<file path="config.mk">
export PLATFORM = sky130hd
export DESIGN_NAME = gpr_file_sb
export DESIGN_NICKNAME = d
export VERILOG_FILES = /design/src/rtl/gpr_file_sb.sv
export SDC_FILE = /design/constraint.sdc
export NUM_CORES = 1
export LEC_CHECK = 0
export CORE_MARGIN = 2
export CORE_UTILIZATION = 40
export CTS_CLUSTER_SIZE = 40
export DETAILED_ROUTE_END_ITERATION = 8
export PLACE_DENSITY_LB_ADDON = 0.3
export SLEW_MARGIN = 20
export SYNTH_ARGS = -nofsm -noshare
export SYNTH_HDL_FRONTEND = slang
export SYNTH_SLANG_ARGS = --single-unit
export TNS_END_PERCENT = 10
</file>
<file path="constraint.sdc">
create_clock -name clk -period 4.7 [get_ports clk]
set_input_delay 0.94 -clock clk [delete_from_list [all_inputs] [get_ports clk]]
set_output_delay 0.94 -clock clk [all_outputs]
set_load 0.1 [all_outputs]
</file>
<file path="src/rtl/gpr_file_sb.sv">
// ---------------------------------------------------------------------------
// gpr_file_sb
//   General-purpose register file with a per-register scoreboard. Decode/issue
//   marks a destination register pending. Writeback writes the data and clears
//   the pending flag. Decode stalls on operands that report busy.
//
// Optional feature macro: GPR_BYPASS_EN
//   defined   : a write in flight is forwarded to the read ports in the same
//               cycle (data = wr_data, busy = 0). iss_ok also treats a pending
//               register that is being written this cycle as free.
//   undefined : reads and iss_ok see only the pre-edge array and pend state.
//
// Ports
//   clk        rising-edge clock
//   reset_n    asynchronous active-low reset (clears data, pend, pend_cnt)
//   wr_en      writeback strobe; wr_addr / wr_data select register and data
//   iss_en     issue strobe; marks iss_addr pending when iss_ok is high
//   iss_ok     comb: iss_addr is in range and not pending
//   rd_addr_a  read port A address -> rd_data_a / rd_busy_a (combinational)
//   rd_addr_b  read port B address -> rd_data_b / rd_busy_b (combinational)
//   pend_cnt   registered popcount of the pend vector
// ---------------------------------------------------------------------------
module gpr_file_sb #(
  parameter int DATA_W   = 16,
  parameter int NUM_REGS = 8,
  parameter int ADDR_W   = 4,
  parameter int ZERO_R0  = 0
) (
  input  logic              clk,
  input  logic              reset_n,
  input  logic              wr_en,
  input  logic [ADDR_W-1:0] wr_addr,
  input  logic [DATA_W-1:0] wr_data,
  input  logic              iss_en,
  input  logic [ADDR_W-1:0] iss_addr,
  output logic              iss_ok,
  input  logic [ADDR_W-1:0] rd_addr_a,
  output logic [DATA_W-1:0] rd_data_a,
  output logic              rd_busy_a,
  input  logic [ADDR_W-1:0] rd_addr_b,
  output logic [DATA_W-1:0] rd_data_b,
  output logic              rd_busy_b,
  output logic [ADDR_W:0]   pend_cnt
);

  logic [DATA_W-1:0]   r_regs [NUM_REGS];
  logic [NUM_REGS-1:0] r_pend;
  logic [ADDR_W:0]     r_pendCnt;

  logic [NUM_REGS-1:0] w_wrHit;
  logic                w_wrValid;
  logic                w_issPend;
  logic                w_issInRange;
  logic                w_issIsZero;
  logic                w_issByp;
  logic                w_issValid;
  logic [NUM_REGS-1:0] w_pendNext;
  logic [ADDR_W:0]     w_cntNext;

  // Address decode. An out-of-range address matches no index, so it
  // naturally becomes a no-op write and an out-of-range issue. A hardwired
  // r0 never produces a write hit.
  always_comb begin
    w_wrHit      = '0;
    w_issPend    = 1'b0;
    w_issInRange = 1'b0;
    for (int i = 0; i < NUM_REGS; i++) begin
      w_wrHit[i] = wr_en && (wr_addr == ADDR_W'(i)) && !((ZERO_R0 != 0) && (i == 0));
      if (iss_addr == ADDR_W'(i)) begin
        w_issInRange = 1'b1;
        w_issPend    = r_pend[i];
      end
    end
  end

  assign w_wrValid   = |w_wrHit;
  assign w_issIsZero = (ZERO_R0 != 0) && (iss_addr == '0);

`ifdef GPR_BYPASS_EN
  assign w_issByp = w_wrValid && (wr_addr == iss_addr);
`else
  assign w_issByp = 1'b0;
`endif

  // A hardwired r0 is never pending, so it reports iss_ok=1. The issue
  // itself is then dropped by w_issIsZero.
  assign iss_ok     = w_issInRange && (!w_issPend || w_issByp);
  assign w_issValid = iss_en && iss_ok && !w_issIsZero;

  // Next pend vector: the write clears first, then the issue sets, so the
  // issue wins on a same-address collision. The count is recomputed from
  // the next vector, which keeps it equal to the popcount by construction.
  always_comb begin
    w_pendNext = r_pend;
    w_cntNext  = '0;
    for (int i = 0; i < NUM_REGS; i++) begin
      if (w_wrHit[i]) begin
        w_pendNext[i] = 1'b0;
      end
      if (w_issValid && (iss_addr == ADDR_W'(i))) begin
        w_pendNext[i] = 1'b1;
      end
      w_cntNext = w_cntNext + {{ADDR_W{1'b0}}, w_pendNext[i]};
    end
  end

  // Combinational read ports. Out-of-range addresses read 0 / not busy.
  always_comb begin
    rd_data_a = '0;
    rd_busy_a = 1'b0;
    rd_data_b = '0;
    rd_busy_b = 1'b0;
    for (int i = 0; i < NUM_REGS; i++) begin
      if (rd_addr_a == ADDR_W'(i)) begin
        rd_data_a = r_regs[i];
        rd_busy_a = r_pend[i];
      end
      if (rd_addr_b == ADDR_W'(i)) begin
        rd_data_b = r_regs[i];
        rd_busy_b = r_pend[i];
      end
    end
`ifdef GPR_BYPASS_EN
    if (w_wrValid && (wr_addr == rd_addr_a)) begin
      rd_data_a = wr_data;
      rd_busy_a = 1'b0;
    end
    if (w_wrValid && (wr_addr == rd_addr_b)) begin
      rd_data_b = wr_data;
      rd_busy_b = 1'b0;
    end
`endif
  end

  // State update: register data, pend vector and pending count.
  always_ff @(posedge clk or negedge reset_n) begin
    if (!reset_n) begin
      r_pend    <= '0;
      r_pendCnt <= '0;
      for (int i = 0; i < NUM_REGS; i++) begin
        r_regs[i] <= '0;
      end
    end else begin
      r_pend    <= w_pendNext;
      r_pendCnt <= w_cntNext;
      for (int i = 0; i < NUM_REGS; i++) begin
        if (w_wrHit[i]) begin
          r_regs[i] <= wr_data;
        end
      end
    end
  end

  assign pend_cnt = r_pendCnt;

endmodule
</file>
==> impl_metrics.xml, run 1 <==
<?xml version="1.0" encoding="UTF-8"?>
<metrics>
  <group name="logic_synthesis">
    <metric name="syn-mean-instance-area" unit="sq um">11.10</metric>
    <metric name="synth_compound_area_frac" unit="">0.1315</metric>
    <metric name="synth.area.mux_share" unit="">0.2845</metric>
    <metric name="async_set_or_reset_register_ratio_after_synthesis" unit="">1.000</metric>
    <metric name="yosys.cell_types.count" unit="">61</metric>
    <metric name="post_synth_inst_count" unit="">753</metric>
    <metric name="synth_net_count" unit="">796</metric>
    <metric name="synthesis.area" unit="sq um">8362</metric>
    <metric name="largest_family_of_logic_cells_by_synthesized_area" unit="">multiplexers</metric>
    <metric name="synthAdderAreaFrac" unit="">0.01407</metric>
    <metric name="synth-seq-cells" unit="">140</metric>
    <metric name="post_synth_and_or_nand_nor_area_fraction" unit="">0.1013</metric>
    <metric name="synth_warn" unit="">0</metric>
    <metric name="synth_edf_count" unit="">0</metric>
    <metric name="synth_ff_type" unit="">dfrtp_1</metric>
    <metric name="synth.yosys.seq_area_share" unit="">0.4190</metric>
    <metric name="synth_xor_area_frac" unit="">0.001047</metric>
  </group>
  <group name="placement">
    <metric name="detailedPlace.worstSlack" unit="ps">-59.89</metric>
    <metric name="post-dp-hpwl" unit="um">14770</metric>
    <metric name="gpl.final_weighted_congestion" unit="">0.8340</metric>
    <metric name="place.port_buffers" unit="">74</metric>
  </group>
  <group name="global_routing">
    <metric name="largest_net_degree_at_the_start_of_global_routing" unit="">83</metric>
    <metric name="grt_antenna_before_repair" unit="">0</metric>
    <metric name="via_count_of_the_first_global_routing_pass" unit="">6463</metric>
    <metric name="grt_util_all_layers" unit="">0.2179</metric>
    <metric name="globalRoute.totalOverflow" unit="">0</metric>
    <metric name="first_pass_grt_wire_length" unit="um">36980</metric>
  </group>
  <group name="cells_and_area">
    <metric name="area_growth_syn_to_layout" unit="%">23.61</metric>
    <metric name="most_frequent_standard_cell_in_the_layout_excluding_fill_and_tap_cells" unit="">dfrtp_1</metric>
    <metric name="antenna_cells_inserted" unit="">0</metric>
    <metric name="finalNetCount" unit="">864</metric>
    <metric name="layout.cells.most_common_list" unit="">dfrtp_1, mux2_2, mux2i_1, o21ai_0, nand2_1</metric>
    <metric name="layout.core_utilization" unit="">0.5076</metric>
    <metric name="layout.filler_cells" unit="">1843</metric>
    <metric name="post_route_cells_drive_above_1_share" unit="">0.3141</metric>
  </group>
  <group name="sta">
    <metric name="relSlewSlack" unit="">0.3426</metric>
    <metric name="unrepaired_setup_endpoints_after_global_routing" unit="">no</metric>
    <metric name="clock-skew-final" unit="ps">0.6333</metric>
    <metric name="layout_min_cycle_time" unit="ps">4329</metric>
    <metric name="post-route-worst-setup-slack" unit="ps">371.1</metric>
    <metric name="max_clock_freq" unit="MHz">231.0</metric>
    <metric name="final-hold-violation-count" unit="">0</metric>
    <metric name="fin_hold_ws" unit="ps">524.9</metric>
    <metric name="finalCritPeriodShare" unit="">0.9210</metric>
    <metric name="report.final.setup_viol" unit="">0</metric>
    <metric name="worst_pin_slew" unit="ps">983.0</metric>
    <metric name="maxSlewViolCount" unit="">0</metric>
  </group>
  <group name="floorplan">
    <metric name="rows" unit="">52</metric>
    <metric name="core_area" unit="sq um">20360</metric>
    <metric name="dieArea" unit="sq um">22080</metric>
    <metric name="die_height" unit="um">148.6</metric>
    <metric name="fp.dieW" unit="um">148.6</metric>
    <metric name="pin_count" unit="">76</metric>
    <metric name="initial_core_utilization" unit="">0.4106</metric>
  </group>
  <group name="clocking">
    <metric name="postCtsSetupRepairBufs" unit="">0</metric>
    <metric name="hold_buffers" unit="">0</metric>
    <metric name="numClockSinks" unit="">140</metric>
    <metric name="clock_insertion_delay_at_the_later_pin_of_the_skew_report" unit="ps">420</metric>
    <metric name="cts-buffers-inserted" unit="">17</metric>
    <metric name="cts_tree" unit="">yes</metric>
    <metric name="cts-htree-levels" unit="">4</metric>
    <metric name="clk_pin_slew" unit="ps">60</metric>
    <metric name="cts_max_path_buffers" unit="">2</metric>
    <metric name="post_cts_resized" unit="">0</metric>
    <metric name="ctsRootBufferMaster" unit="">clkbuf_16</metric>
  </group>
  <group name="pwr">
    <metric name="power_leakage" unit="nW">4.513</metric>
    <metric name="irDropWorstVdd" unit="uV">515.2</metric>
    <metric name="powerDensity" unit="nW/um^2">461.1</metric>
    <metric name="total_power" unit="mW">4.766</metric>
  </group>
  <group name="routing">
    <metric name="detail_route.drc_violations" unit="">0</metric>
    <metric name="drt_pre_antenna_iters" unit="">5</metric>
    <metric name="first_iter_violations" unit="">462</metric>
    <metric name="wl_per_cell" unit="um">20.86</metric>
    <metric name="ant_nets" unit="">0</metric>
    <metric name="via_count" unit="">6393</metric>
    <metric name="routed_vias_inst" unit="">5.791</metric>
    <metric name="drt_wl_total" unit="um">23030</metric>
  </group>
  <group name="setup_path">
    <metric name="reg2reg_setup_slack" unit="ps">1010</metric>
    <metric name="cp_data_required_time" unit="ps">5000</metric>
    <metric name="critical_path_class" unit="">in2reg</metric>
    <metric name="critical_path.endpoint_type" unit="">flop</metric>
    <metric name="launching_element_type_of_the_critical_path" unit="">primary input</metric>
    <metric name="peak_fanout_along_the_critical_path" unit="">5</metric>
    <metric name="critical_path_arrival" unit="ps">4630</metric>
  </group>
  <group name="flow_run">
    <metric name="drv.max_cap_violation_count" unit="">0</metric>
  </group>
  <group name="outcome">
    <metric name="status" unit="">completed</metric>
  </group>
  <group name="min_path">
    <metric name="timing.hold.worst.class" unit="">reg2reg</metric>
  </group>
</metrics>
==> final timing paths <==
kind                        startpoint           to  depth (start not counted)
max in group asynchronous      reset_n  pend_cnt[2]                          2
min                         r_regs[59]   r_regs[59]                          1
max                        iss_addr[1]  pend_cnt[2]                         15
min reg2reg                 r_regs[59]   r_regs[59]                          1
min in group asynchronous      reset_n   r_regs[26]                          1
max reg2reg                  r_pend[1]  pend_cnt[2]                         14
==> where the power goes <==
part	internal [mW]	switching, mW	total, mW
combinational	0.688	0.872	1.56
clock	0.965	0.510	1.48
sequential	1.50	0.227	1.73
total	3.16	1.61	4.77
==> synth_stat cells, drive strengths merged (4+ instances only) <==
cell type | instances | share of area
o21a | 6 | 0.0054
nor3b | 4 | 0.0075
and3 | 4 | 0.0030
fa | 4 | 0.0096
a21oi | 22 | 0.013
o22ai | 26 | 0.019
inv | 26 | 0.012
dfrtp | 140 | 0.42
o22a | 5 | 0.0052
a211oi | 10 | 0.0090
buf | 42 | 0.030
nand3 | 8 | 0.0048
mux2i | 64 | 0.077
o32a | 5 | 0.0060
nand2 | 42 | 0.020
nor3 | 15 | 0.0090
nor2b | 18 | 0.013
clkbuf | 15 | 0.0067
mux4 | 4 | 0.011
a2111oi | 4 | 0.0042
o211ai | 4 | 0.0036
nand3b | 4 | 0.0081
a2bb2oi | 7 | 0.0073
a31oi | 7 | 0.0052
mux2 | 140 | 0.20
nor2 | 22 | 0.010
nand2b | 17 | 0.013
o21ai | 45 | 0.027
==> sequential cells by signal (all words and copies together) (netlist names) <==
name and flops:
r_regs 128, pend_cnt 4, r_pend 8
==> per-layer routing <==
| metal | up-vias | GRT usage | wire, um |
|---|---|---|---|
| met2 | 218 | 0.3479 | 10900 |
| met1 | 3226 | 0.3000 | 10150 |
| met4 | 0 | 0.06905 | 493 |
| li1 | 2914 | - | - |
| met3 | 35 | 0.04325 | 1485 |
| met5 | - | 0 | 0 |
==> final cells by class <==
type                            instances  area, sq um  area share
Multi-Input combinational cell        530         4471      0.4325
Sequential cell                       140         3503      0.3389
Timing Repair Buffer                  106         1277      0.1236
Clock buffer                           20        456.7     0.04418
Tap cell                              270        337.8     0.03268
Clock inverter                         12        192.7     0.01864
Inverter                               26        97.59    0.009442
==> cell families (layout without fill, tap and decap cells) <==
family                     after synthesis  in the layout
muxes                                  208            208
xor gates and xnor gates                 1              1
buffers and inverters                   83            164
adders and majority gates                7              7
and+or+nand+nor                        148            148
other                                    1              1
DFF                                    140            140
AOI/OAI and AO/OA                      165            165
==> through the flow <==
step                TNS [ps]  cell area [sq um]  cells
floorplan              -3275               8371    753
global placement      -53.42               9687   1072
detailed placement    -100.1               9687   1072
CTS                        0              10340   1104
global route               0              10340   1104
finish                     0              10340   1104
==> critical path: stages <==
cell             delay, ps
clkdlybuf4s50_1        550
nor3_1                  70
a2111oi_0              480
nand2b_1               220
o21a_1                 160
fa_1                   430
inv_1                   80
fa_1                   400
inv_1                   80
fa_1                   410
inv_1                   60
ha_1                   170
inv_1                   60
fa_1                   370
xnor2_1                140
Note: power is estimated with default switching activity, not from simulation.
==> inputs of run 2 (changes only) <==
--- a/config.mk
+++ b/config.mk
@@ -5,11 +5,13 @@
 export SDC_FILE = /design/constraint.sdc
 export NUM_CORES = 1
 export LEC_CHECK = 0
+export CAP_MARGIN = 10
 export CORE_MARGIN = 2
 export CORE_UTILIZATION = 40
 export CTS_CLUSTER_SIZE = 40
 export DETAILED_ROUTE_END_ITERATION = 8
 export PLACE_DENSITY_LB_ADDON = 0.3
+export RECOVER_POWER = 100
 export SLEW_MARGIN = 20
 export SYNTH_ARGS = -nofsm -noshare
 export SYNTH_HDL_FRONTEND = slang
==> run 2 against run 1 <==
The run now ends with max-capacitance violations, max-slew violations left. Clock power barely moved. Register-to-register slack about the same. Design area decreased by 5.5%. Maximum frequency decreased by 3.5%. Critical path type is now in2out. Largest power group unchanged. Highest routed layer unchanged.
==> impl_metrics.xml, run 2 (synthesized netlist as in run 1, its figures left out) <==
<?xml version="1.0" encoding="UTF-8"?>
<metrics>
  <group name="outcome">
    <metric name="status" unit="">finished with violations</metric>
    <metric name="failed_checks" unit="">max-capacitance violations, max-slew violations</metric>
  </group>
  <group name="floorplan">
    <metric name="dieArea" unit="sq um">22080</metric>
    <metric name="die_height" unit="um">148.6</metric>
    <metric name="pin_count" unit="">76</metric>
    <metric name="initial_core_utilization" unit="">0.4106</metric>
    <metric name="core_area" unit="sq um">20360</metric>
    <metric name="fp.dieW" unit="um">148.6</metric>
    <metric name="rows" unit="">52</metric>
  </group>
  <group name="clocking">
    <metric name="clock_insertion_delay_at_the_later_pin_of_the_skew_report" unit="ps">420</metric>
    <metric name="cts_max_path_buffers" unit="">2</metric>
    <metric name="cts_tree" unit="">yes</metric>
    <metric name="post_cts_resized" unit="">0</metric>
    <metric name="cts-htree-levels" unit="">4</metric>
    <metric name="numClockSinks" unit="">140</metric>
    <metric name="postCtsSetupRepairBufs" unit="">0</metric>
    <metric name="clk_pin_slew" unit="ps">60</metric>
    <metric name="cts-buffers-inserted" unit="">17</metric>
    <metric name="ctsRootBufferMaster" unit="">clkbuf_16</metric>
    <metric name="hold_buffers" unit="">0</metric>
  </group>
  <group name="cells_and_area">
    <metric name="area_occupied_by_registers" unit="sq um">3503</metric>
    <metric name="most_frequent_standard_cell_in_the_layout_excluding_fill_and_tap_cells" unit="">dfrtp_1</metric>
    <metric name="finalNetCount" unit="">864</metric>
    <metric name="antenna_cells_inserted" unit="">0</metric>
    <metric name="layout.core_utilization" unit="">0.4797</metric>
    <metric name="layout.cells.most_common_list" unit="">dfrtp_1, mux2_2, mux2i_1, o21ai_0, nand2_1</metric>
    <metric name="post_route_cells_drive_above_1_share" unit="">0.2698</metric>
    <metric name="layout.filler_cells" unit="">1912</metric>
    <metric name="area_growth_syn_to_layout" unit="%">16.82</metric>
    <metric name="registers.top_by_ff_count" unit="">r_regs</metric>
    <metric name="area_of_all_placed_cells_without_fillers" unit="sq um">9768</metric>
    <metric name="largest_register_ffs" unit="">128</metric>
    <metric name="multi_input_comb_area" unit="sq um">4333</metric>
  </group>
  <group name="setup_path">
    <metric name="critical_path_arrival" unit="ps">3550</metric>
    <metric name="worst_path_dominant_cell_family" unit="">buffers and inverters</metric>
    <metric name="timing.critical_path.slowest_cell_delay" unit="ps">580</metric>
    <metric name="critical_path.endpoint_type" unit="">output pin</metric>
    <metric name="crit_path_top_delay_cell" unit="">clkbuf_2</metric>
    <metric name="critical_path_class" unit="">in2out</metric>
    <metric name="cp_data_required_time" unit="ps">3760</metric>
    <metric name="cells_along_the_critical_path" unit="">clkdlybuf4s50_1, clkbuf_2, nand2b_1, a21oi_1, a31oi_1, o22ai_1, clkbuf_2</metric>
    <metric name="cp_num_buf_inv" unit="">3</metric>
    <metric name="critical-path-top-cell-by-count" unit="">clkbuf_2</metric>
    <metric name="peak_fanout_along_the_critical_path" unit="">32</metric>
    <metric name="launching_element_type_of_the_critical_path" unit="">primary input</metric>
  </group>
  <group name="routing">
    <metric name="via_count" unit="">6365</metric>
    <metric name="drt_pre_antenna_iters" unit="">5</metric>
    <metric name="ant_nets" unit="">0</metric>
    <metric name="wl_per_cell" unit="um">20.87</metric>
    <metric name="detail_route.drc_violations" unit="">0</metric>
    <metric name="first_iter_violations" unit="">417</metric>
    <metric name="drt_wl_total" unit="um">23050</metric>
    <metric name="routed_vias_inst" unit="">5.765</metric>
  </group>
  <group name="placement">
    <metric name="post-dp-hpwl" unit="um">14770</metric>
    <metric name="placedInstanceArea" unit="sq um">9687</metric>
    <metric name="place.port_buffers" unit="">74</metric>
    <metric name="gpl.final_weighted_congestion" unit="">0.8340</metric>
  </group>
  <group name="sta">
    <metric name="max_clock_freq" unit="MHz">222.8</metric>
    <metric name="worst_pin_slew" unit="ps">2114</metric>
    <metric name="unrepaired_setup_endpoints_after_global_routing" unit="">no</metric>
    <metric name="clock-skew-final" unit="ps">1.151</metric>
    <metric name="maxSlewViolCount" unit="">145</metric>
    <metric name="finalCritPeriodShare" unit="">0.9549</metric>
    <metric name="relSlewSlack" unit="">-0.4090</metric>
    <metric name="layout_min_cycle_time" unit="ps">4488</metric>
    <metric name="report.final.setup_viol" unit="">0</metric>
    <metric name="final-hold-violation-count" unit="">0</metric>
  </group>
  <group name="pwr">
    <metric name="p_switching" unit="mW">1.586</metric>
    <metric name="power_leakage" unit="nW">4.272</metric>
    <metric name="pwr-share-clk" unit="">0.319</metric>
    <metric name="power_frac_seq" unit="">0.374</metric>
    <metric name="comb_power_share" unit="">0.307</metric>
    <metric name="intPower" unit="mW">3.031</metric>
    <metric name="irDropWorstVdd" unit="uV">499.8</metric>
    <metric name="sw_frac_of_total" unit="">0.3436</metric>
    <metric name="powerDensity" unit="nW/um^2">472.7</metric>
  </group>
  <group name="global_routing">
    <metric name="largest_net_degree_at_the_start_of_global_routing" unit="">83</metric>
    <metric name="via_count_of_the_first_global_routing_pass" unit="">6463</metric>
    <metric name="globalRoute.totalOverflow" unit="">0</metric>
    <metric name="grt_util_all_layers" unit="">0.2179</metric>
    <metric name="grt_antenna_before_repair" unit="">0</metric>
    <metric name="first_pass_grt_wire_length" unit="um">36980</metric>
  </group>
  <group name="flow_run">
    <metric name="drv.max_cap_violation_count" unit="">3</metric>
  </group>
  <group name="min_path">
    <metric name="timing.hold.worst.class" unit="">reg2reg</metric>
  </group>
</metrics>
[run 2: changes by cell type in the layout (fill, tap and decap cells not counted), moves of 8 or more]
cell,before,now
mux2_4,19,1
clkbuf_1,1,12
dlygate4sd3_1,0,8
clkbuf_2,0,28
buf_4,36,21
clkdlybuf4s50_1,34,26
buf_12,32,6
mux2_1,0,18
[run 2: path summary, 6_finish.rpt]
check,start,end,slack [ps],cells after the start
min reg2reg,r_regs[78],r_regs[78],520,1
min in group asynchronous,reset_n,r_regs[26],1120,1
max reg2reg,r_pend[1],pend_cnt[2],1010,14
max,rd_addr_b[2],rd_data_b[1],210,7
max in group asynchronous,reset_n,pend_cnt[2],1150,2
min,r_regs[78],r_regs[78],520,1
[run 2: layout make-up]
class                      count  area share
multi-input combinational    530      0.4436
sequential                   140      0.3587
timing repair buffer         106     0.08672
clock buffer                  20     0.04675
tap                          270     0.03458
clock inverter                12     0.01973
inverter                      26    0.009991
[run 2: worst reg2reg max path: cells and delay by family (launching register included)]
family,cells,cell delay [ps]
fa+ha+maj,5,1780
xor+xnor,1,140
flops,1,420
buf+inv,5,340
compound gates,2,660
simple gates,1,220
[run 2: layer usage]
metal / wire length [um] / up-vias / track usage
li1: - / 2915 / -
met1: 10460 / 3231 / 0.3000
met2: 11010 / 189 / 0.3479
met3: 1154 / 30 / 0.04325
met4: 424 / 0 / 0.06905
met5: 0 / - / 0
[run 2: through the flow]
| step | hold WS (ps) | power, mW | setup slack [ps] | setup TNS (ps) | cells |
|---|---|---|---|---|---|
| 2_1_floorplan | 488.6 | 2.831 | -1139 | -3275 | 753 |
| 3_3_place_gp | 507.1 | 3.269 | -28.31 | -53.42 | 1072 |
| 3_5_place_dp | 514.2 | 3.304 | -59.89 | -100.1 | 1072 |
| 4_1_cts | 527.7 | 4.796 | 386.1 | 0 | 1104 |
| 5_1_grt | 536.5 | 4.858 | 72.94 | 0 | 1104 |
| 6_report | 518.2 | 4.617 | 212.2 | 0 | 1104 |
[run 2: power groups by stage]
| stage | combinational, mW | sequential (mW) | clock, mW |
|---|---|---|---|
| floorplan | 1.05 | 1.78 | 0 |
| global placement | 1.53 | 1.73 | 0 |
| detailed placement | 1.56 | 1.74 | 0 |
| CTS | 1.57 | 1.72 | 1.50 |
| global route | 1.54 | 1.77 | 1.55 |
| finish | 1.42 | 1.73 | 1.47 |
==> inputs of run 3 (changes only) <==
--- a/config.mk
+++ b/config.mk
@@ -6,6 +6,8 @@
 export NUM_CORES = 1
 export LEC_CHECK = 0
 export CAP_MARGIN = 10
+export CELL_PAD_IN_SITES_DETAIL_PLACEMENT = 1
+export CELL_PAD_IN_SITES_GLOBAL_PLACEMENT = 1
 export CORE_MARGIN = 2
 export CORE_UTILIZATION = 40
 export CTS_CLUSTER_SIZE = 40
==> run 3 against run 2 <==
The run still ends with max-capacitance violations, max-slew violations left. Core utilization up 0.57 points. Global-route usage grew 3.8 points. Clock power about the same.
==> impl_metrics.xml, run 3 (synthesized netlist as in run 1, its figures left out) <==
<?xml version="1.0" encoding="UTF-8"?>
<metrics>
  <group name="sta">
    <metric name="final-hold-violation-count" unit="">0</metric>
    <metric name="finalCritPeriodShare" unit="">0.9805</metric>
    <metric name="clock-skew-final" unit="ps">4.076</metric>
    <metric name="worst_pin_slew" unit="ps">2933</metric>
    <metric name="max_clock_freq" unit="MHz">217.0</metric>
    <metric name="relSlewSlack" unit="">-0.9553</metric>
    <metric name="maxSlewViolCount" unit="">180</metric>
    <metric name="post-route-worst-setup-slack" unit="ps">91.75</metric>
    <metric name="report.final.setup_viol" unit="">0</metric>
    <metric name="unrepaired_setup_endpoints_after_global_routing" unit="">no</metric>
    <metric name="layout_min_cycle_time" unit="ps">4608</metric>
  </group>
  <group name="placement">
    <metric name="post-dp-hpwl" unit="um">17450</metric>
    <metric name="gpl.final_weighted_congestion" unit="">0.8705</metric>
    <metric name="detailedPlace.worstSlack" unit="ps">-173.1</metric>
    <metric name="place.port_buffers" unit="">74</metric>
  </group>
  <group name="global_routing">
    <metric name="via_count_of_the_first_global_routing_pass" unit="">7337</metric>
    <metric name="first_pass_grt_wire_length" unit="um">42780</metric>
    <metric name="grt_util_all_layers" unit="">0.2559</metric>
    <metric name="globalRoute.totalOverflow" unit="">0</metric>
    <metric name="grt_antenna_before_repair" unit="">0</metric>
    <metric name="largest_net_degree_at_the_start_of_global_routing" unit="">113</metric>
  </group>
  <group name="cells_and_area">
    <metric name="area_growth_syn_to_layout" unit="%">18.20</metric>
    <metric name="largest_register_ffs" unit="">128</metric>
    <metric name="layout.filler_cells" unit="">2213</metric>
    <metric name="layout.cells.most_common_list" unit="">dfrtp_1, mux2_2, mux2i_1, o21ai_0, nand2_1</metric>
    <metric name="most_frequent_standard_cell_in_the_layout_excluding_fill_and_tap_cells" unit="">dfrtp_1</metric>
    <metric name="antenna_cells_inserted" unit="">0</metric>
    <metric name="post_route_cells_drive_above_1_share" unit="">0.2724</metric>
    <metric name="registers.top_by_ff_count" unit="">r_regs</metric>
    <metric name="finalNetCount" unit="">867</metric>
  </group>
  <group name="setup_path">
    <metric name="timing.rr.end" unit="">pend_cnt[1]</metric>
    <metric name="critical_path.endpoint_type" unit="">output pin</metric>
    <metric name="critical_path_class" unit="">in2out</metric>
    <metric name="path_depth_of_the_worst_reg2reg_path" unit="">14</metric>
    <metric name="cp_data_required_time" unit="ps">3760</metric>
    <metric name="critical_path_arrival" unit="ps">3670</metric>
    <metric name="reg2reg_setup_slack" unit="ps">890</metric>
    <metric name="crit-reg2reg-launch" unit="">r_pend[1]</metric>
    <metric name="launching_element_type_of_the_critical_path" unit="">primary input</metric>
    <metric name="peak_fanout_along_the_critical_path" unit="">13</metric>
  </group>
  <group name="pwr">
    <metric name="sw_frac_of_total" unit="">0.3620</metric>
    <metric name="intPower" unit="mW">3.012</metric>
    <metric name="powerDensity" unit="nW/um^2">477.6</metric>
    <metric name="power_leakage" unit="nW">4.279</metric>
    <metric name="irDropWorstVdd" unit="uV">299.8</metric>
    <metric name="pwr-share-clk" unit="">0.314</metric>
    <metric name="p_switching" unit="mW">1.709</metric>
    <metric name="power_frac_seq" unit="">0.368</metric>
    <metric name="total_power" unit="mW">4.720</metric>
    <metric name="comb_power_share" unit="">0.318</metric>
  </group>
  <group name="routing">
    <metric name="drt_wl_total" unit="um">27400</metric>
    <metric name="drt_pre_antenna_iters" unit="">5</metric>
    <metric name="wl_per_cell" unit="um">24.75</metric>
    <metric name="detail_route.drc_violations" unit="">0</metric>
    <metric name="first_iter_violations" unit="">465</metric>
    <metric name="ant_nets" unit="">0</metric>
    <metric name="routed_vias_inst" unit="">5.980</metric>
    <metric name="via_count" unit="">6620</metric>
  </group>
  <group name="min_path">
    <metric name="min_from" unit="">r_regs[25]</metric>
    <metric name="timing.hold.worst.class" unit="">reg2reg</metric>
    <metric name="worstHoldPathCells" unit="">1</metric>
    <metric name="min_delay_worst_endpoint" unit="">r_regs[25]</metric>
  </group>
  <group name="floorplan">
    <metric name="dieArea" unit="sq um">22080</metric>
    <metric name="fp.dieW" unit="um">148.6</metric>
    <metric name="pin_count" unit="">76</metric>
    <metric name="rows" unit="">52</metric>
    <metric name="die_height" unit="um">148.6</metric>
    <metric name="initial_core_utilization" unit="">0.4106</metric>
    <metric name="core_area" unit="sq um">20360</metric>
  </group>
  <group name="clocking">
    <metric name="cts-htree-levels" unit="">4</metric>
    <metric name="hold_buffers" unit="">0</metric>
    <metric name="cts-buffers-inserted" unit="">17</metric>
    <metric name="cts_tree" unit="">yes</metric>
    <metric name="postCtsSetupRepairBufs" unit="">0</metric>
    <metric name="numClockSinks" unit="">140</metric>
    <metric name="ctsRootBufferMaster" unit="">clkbuf_16</metric>
    <metric name="clk_pin_slew" unit="ps">60</metric>
    <metric name="post_cts_resized" unit="">0</metric>
    <metric name="cts_max_path_buffers" unit="">2</metric>
    <metric name="clock_insertion_delay_at_the_later_pin_of_the_skew_report" unit="ps">430</metric>
  </group>
  <group name="outcome">
    <metric name="status" unit="">finished with violations</metric>
    <metric name="failed_checks" unit="">max-capacitance violations, max-slew violations</metric>
  </group>
  <group name="flow_run">
    <metric name="drv.max_cap_violation_count" unit="">5</metric>
  </group>
</metrics>
## run 3: how the worst max path moves through the flow
stage                       from       endpoint  depth (start not counted)
finish              rd_addr_a[2]  rd_data_a[13]                          5
floorplan           rd_addr_a[2]   rd_data_a[9]                          5
global route        rd_addr_a[2]  rd_data_a[12]                          7
global placement     iss_addr[0]    pend_cnt[1]                         15
detailed placement   iss_addr[0]    pend_cnt[1]                         15
CTS                  iss_addr[0]    pend_cnt[1]                         15
## run 3: critical path: stages
cell           delay [ps]
dlygate4sd3_1         900
nand2_1               250
or2_1                 640
o2bb2ai_1             440
buf_2                 490
## run 3: cell type report
cell class / instances / area [sq um] / area share
clock inverters: 12 / 186.4 / 0.01886
clock buffers: 20 / 456.7 / 0.04621
repair buffers: 109 / 957.2 / 0.09685
flip-flops and latches: 140 / 3503 / 0.3545
multi-input cells: 530 / 4344 / 0.4395
well taps: 270 / 337.8 / 0.03418
inverters: 26 / 97.59 / 0.009875
## run 3: stage by stage
| stage | cell area [sq um] | cells | hold slack (ps) | utilization | setup TNS, ps |
|---|---|---|---|---|---|
| global route | 9883 | 1107 | 552.9 | 0.4853 | 0 |
| floorplan | 8371 | 753 | 488.6 | - | -3275 |
| global placement | 9728 | 1075 | 504.7 | 0.4777 | 0 |
| detailed placement | 9728 | 1075 | 516.6 | 0.4777 | -339.4 |
| finish | 9883 | 1107 | 529.0 | 0.4853 | 0 |
| CTS | 10370 | 1107 | 530.5 | 0.5093 | 0 |
## run 3: metal layers
layer | wire length [um] | share of wire | global-route usage
met1 | 11910 | 0.43 | 0.3285
met2 | 13630 | 0.50 | 0.4380
met3 | 1201 | 0.044 | 0.04479
met4 | 658 | 0.024 | 0.08714
met5 | 0 | 0 | 0
## run 3: power by group through the flow
stage	logic (mW)	registers, mW	clock network [mW]
3_3_place_gp	1.55	1.72	0
3_5_place_dp	1.62	1.75	0
5_1_grt	1.62	1.77	1.55
6_report	1.50	1.74	1.48
4_1_cts	1.63	1.73	1.50
2_1_floorplan	1.05	1.78	0
==> RTL change 1 (flow settings as in run 1) <==
Put one more register stage on the output `pend_cnt`, with the module's reset. The value now appears one clock later. The other outputs are not delayed to match. Comments in the files are not updated.
--- a/src/rtl/gpr_file_sb.sv
+++ b/src/rtl/gpr_file_sb.sv
@@ -153,3 +153,9 @@
 
-  assign pend_cnt = r_pendCnt;
+  always_ff @(posedge clk or negedge reset_n) begin
+    if (!reset_n) begin
+      pend_cnt <= '0;
+    end else begin
+      pend_cnt <= r_pendCnt;
+    end
+  end
 
Formal check against the unedited RTL: not equivalent (Yosys sat finds a counterexample within 4 cycles, from zero or initial values and one cycle with reset_n low).
==> RTL change 1 against run 1 <==
  * Power decreased by 1.7%
  * Sequential power increased by 3%
  * Synthesized cell count decreased by 2.5%
  * Area after synthesis about the same
  * Final area increased by 0.99%
  * Sequential cell count increased by 4
  * Wire length increased by 3.4%
  * Hold slack got worse by 0.17 ns
  * Setup slack improved by 0.016 ns
  * Clock skew increased by 0.0031 ns
  * Largest cell class unchanged
==> RTL change 1: results (changes against run 1) <==
* Status: finished clean
* # fillers at 1,799 (-2.4%)
* Layout area overhead at 24.7%
* Hold path endpoint: pend_cnt[2]
* Cell Count, Final, Fillers Out at 1,103 (-0.091%)
* Largest net degree at the start of global routing at 84 (+1.2%)
* Syn_nets at 777 (-2.4%)
* Cell Pwr Density at 449 nW/µm² (-2.7%)
* Sequential element share of the synthesized area at 43.1% (+1.2 points)
* Placed Area at 9860 µm² (+1.7%)
* Synth area leaders: dfrtp_1 (43%), mux2_2 (18%), mux2i_1 (8.3%)
* Top Family by Delay on Critical Path: adder cells
* Worst R2R Setup Slack at 1.05 ns (+0.04 ns)
* Cts bufs inserted at 17 (unchanged)
* Final wirelength at 23,800 µm (+3.4%)
* Detail Placement HPWL at 15,800 µm (+7.1%)
* Root buffer cell: clkbuf_16
* Initial DRC count at 502 (+8.7%)
* Clk pwr at 1.33 mW (-10%)
* Routed vias/inst at 5.87 (+1.4%)
* H-tree depth at 4 (unchanged)
* Slew margin rel. at 35.2% (+0.91 points)
* Vias in the first global route at 6,584 (+1.9%)
* Leak pwr at 4.48 nW (-0.67%)
* Layout cells sized above 1 at 33.1% (+1.7 points)
* First-pass GRT wire length at 37,700 µm (+2.0%)
* Post-synth cell types at 65 (+6.6%)
* Min-delay src: r_pendCnt[2]
* Seq pwr at 1.78 mW (+3%)
* Psw at 1.63 mW (+0.95%)
* Largest regs: r_regs: 128 flops, r_pend: 8 flops
* Hold path depth at 0 (-1)
* Critical R2R Capture: r_pendCnt[2]
* Pre-CTS setup slack at -0.0546 ns (+0.00533 ns)
* Mapped Cells at 734 (-2.5%)
* Setup bufs post-CTS at 0 (unchanged)
* Worst-case clock buffer depth at 2 (unchanged)
* Synth cell count leaders: dfrtp_1 (144), mux2_2 (133), mux2i_1 (69)
* Max IR drop VDD at 405 µV (-21%)
* R2R cell count at 14 (unchanged)
* Hold_ws at 0.353 ns (-0.172 ns)
* RD Place Congestion at 0.857 (+2.8%)
* Syn. warnings at 0 (unchanged)
* All-Layer GR Usage at 22.4% (+0.62 points)
* Clock Skew at 0.00372 ns (+0.00309 ns)
RTL change 1: cell count changes after synthesis, sizes merged, moves of 5 or more:
cell	delta
a21oi	+14
o2bb2ai	+5
nor3	-10
o22ai	-13
mux2i	+5
a211oi	-6
inv	-8
a211o	+7
nand2	-15
clkbuf	-6
mux2	-7
RTL change 1: worst max path at each step:
stage / startpoint / to / slack (ns) / depth (start not counted)
2_1_floorplan: rd_addr_a[0] / rd_data_a[8] / -1.17 / 5
3_3_place_gp: iss_addr[0] / r_pendCnt[1] / 0.04 / 15
3_5_place_dp: iss_addr[0] / r_pendCnt[2] / -0.05 / 15
4_1_cts: iss_addr[0] / r_pendCnt[2] / 0.39 / 15
5_1_grt: iss_addr[0] / r_pendCnt[2] / 0.24 / 15
6_report: iss_addr[0] / r_pendCnt[2] / 0.39 / 15
RTL change 1: cells by family after synthesis:
kind of cell	count (synthesis)	synth area share (%)
adders and majority gates	7	1.41
buffers and inverters	72	4.48
AOI/OAI and AO/OA	178	14.5
muxes	209	28.0
and+or+nand+nor	122	8.39
xor gates and xnor gates	1	0.105
other	1	0.0448
DFF	144	43.1
RTL change 1: final cells by class:
class | instances | area share [%]
flip-flops and latches | 144 | 34.5
inverters | 18 | 0.647
clock buffers | 22 | 4.54
multi-input cells | 518 | 42.2
clock inverters | 9 | 1.04
well taps | 270 | 3.24
repair buffers | 122 | 13.8
RTL change 1: per-layer routing:
metal  wire length (µm)  global-route usage [%]  share of wire (%)  up-vias
met5                  0                       0                  0        -
met4                340                    5.71                1.4        0
met3               1450                    4.45                6.1       21
met2              11300                    36.7                 48      218
met1              10700                    30.7                 45     3327
li1                   -                       -                  -     2913
==> RTL change 2 (config.mk and constraints of run 1) <==
Made on the original files. The option `GPR_BYPASS_EN` is turned on by a define.
--- a/src/rtl/gpr_file_sb.sv
+++ b/src/rtl/gpr_file_sb.sv
@@ -22,2 +22,4 @@
 // ---------------------------------------------------------------------------
+`define GPR_BYPASS_EN
+
 module gpr_file_sb #(
Behaviour: not the same (Yosys sat finds a counterexample within 4 cycles, from zero or initial values and one cycle with reset_n low).
==> RTL change 2 against run 1 <==
  * Wire length increased by 26%
  * Area after synthesis is 5.7% higher
  * Utilization down 0.14 points
  * Sequential cell count unchanged
  * Synthesized cell count is 20% higher
  * Final area rose by 6.5%
  * Setup slack worse by 0.31 ns
  * Largest power group unchanged
  * Sequential share of layout area shrank 2.1 points
  * Critical endpoint is now rd_data_b[5]
  * Highest routed layer unchanged
  * Cell count grew 15%
  * Register-to-register slack got worse by 0.29 ns
  * Global-route usage increased by 3.4 points
  * Power up 2.1%
==> RTL change 2: results (changes against run 1) <==
* Worst-skew pair later-pin latency at ~0.43 ns
* Crit path DAT at 3.70 ns (-0.93 ns)
* Largest register FFs at 128 (unchanged)
* Complex-gate fraction of the synthesized area at 16.6% (+3.4 points)
* Diode count at 0 (unchanged)
* Port Buffers at 74 (unchanged)
* Status: finished clean
* Syn_nets at 944 (+19%)
* Detail Placement HPWL at 18,600 µm (+26%)
* Vias in the first global route at 7,696 (+19%)
* Initial antenna violation count at 0 (unchanged)
* Leak pwr at 4.84 nW (+7.3%)
* Synth area leaders: dfrtp_1 (40%), mux2_2 (14%), mux2i_1 (6.7%)
* Psw at 1.72 mW (+6.7%)
* Final wirelength at 29,000 µm (+26%)
* Via count at 7,767 (+21%)
* Synth Area in XOR/XNOR at 0.991% (+0.89 points)
* First-pass GRT wire length at 45,500 µm (+23%)
* Mapped Cells at 901 (+20%)
* Synth cell count leaders: dfrtp_1 (140), mux2_2 (112), nor2_1 (89)
* Initial DRC count at 852 (+84%)
* RD Place Congestion at 0.920 (+10%)
* Adder-cell area share of the yosys netlist at 1.33% (-0.076 points)
* Remaining antenna violation count at 0 (unchanged)
* Layout cells sized above 1 at 29.5% (-1.9 points)
* Fin nets at 1,019 (+18%)
* Slowest stage delay, CP at 0.88 ns (+0.33 ns)
* Top reg by flops: r_regs
* Slew margin rel. at 25.1% (-9.1 points)
* Routed met2 length at 13,000 µm (+19%)
* Top FF cell, synth: dfrtp_1
* Sequential element share of the synthesized area at 39.6% (-2.3 points)
* Mux cell area share after synthesis at 22.0% (-6.5 points)
* Max IR drop VDD at 205 µV (-60%)
* Dpl cells at 1,236 (+15%)
* Worst-case clock buffer depth at 2 (unchanged)
* Largest net degree at the start of global routing at 65 (-22%)
* Post-synth cell types at 68 (+11%)
* Wire length on met1 at 12,500 µm (+23%)
* Cell Count, Final, Fillers Out at 1,269 (+15%)
* FFs w/ async S/R, synth at 100% (unchanged)
* Clock Skew at 0.00525 ns (+0.00461 ns)
* All-Layer GR Usage at 25.2% (+3.4 points)
* Top Family by Delay on Critical Path: buffers and inverters
* CP max FO at 15 (+10)
* Startpoint Class: input port
* Placed Area at 10,300 µm² (+6.6%)
* H-tree depth at 4 (unchanged)
* Cts bufs inserted at 17 (unchanged)
* Pre-CTS setup slack at -0.303 ns (-0.243 ns)
* DR pass1 iterations at 7 (+2)
* WL met3 at 2630 µm (+77%)
* Clk slew on worst S/H paths at 0.06 ns (about the same)
* Slowest CP cell: o21ai_2
* HP Class: input port to async pin
* Root buffer cell: clkbuf_16
* Top Metal Used: met4
-- RTL change 2: cell types whose count changed after synthesis, sizes merged, moves of 12 or more --
cell    before  now
nor2        22   89
a21oi       22   75
nand2       42   89
mux2       140  116
buf         42   63
o22ai       26    7
nand2b      17    2
a22oi        0   14
nor3        15    1
a221oi       1   13
-- RTL change 2: final cells by class --
cell class	instances	area, µm²
fillers	1965	10700
multi-input cells	654	4820
flip-flops and latches	140	3500
repair buffers	145	1620
clock buffers	21	460
well taps	280	350
clock inverters	11	190
inverters	18	67.6
-- RTL change 2: timing repair --
action / in CTS / in global routing
hold buffers: 0 / 0
gates resized for setup: 0 / 7
setup buffers: 0 / 1
endpoints found under the hold margin: 0 / 0
setup endpoints to repair: 0 / 2
-- RTL change 2: path summary, 6_finish.rpt --
check / start / to / slack, ns / depth (start not counted)
max in group asynchronous: reset_n / r_regs[61] / 3.24 / 2
min in group clk: r_regs[79] / r_regs[79] / 0.50 / 2
min: reset_n / r_regs[64] / 0.48 / 1
max: rd_addr_b[1] / rd_data_b[5] / 0.06 / 7
min reg2reg: r_regs[79] / r_regs[79] / 0.50 / 2
max reg2reg: r_pend[7] / pend_cnt[2] / 0.72 / 15
-- RTL change 2: power by group through the flow --
stage | sequential [mW] | clock (mW) | combinational (mW)
2_1_floorplan | 1.79 | 0 | 1.04
3_3_place_gp | 1.75 | 0 | 1.58
3_5_place_dp | 1.76 | 0 | 1.60
4_1_cts | 1.74 | 1.51 | 1.61
5_1_grt | 1.79 | 1.58 | 1.73
6_report | 1.75 | 1.50 | 1.61
-- RTL change 2: metal layers --
metal	global-route usage (%)	up-vias
met5	0	-
met4	11.0	0
met3	5.12	73
met2	37.3	471
met1	35.8	3820
li1	-	3403
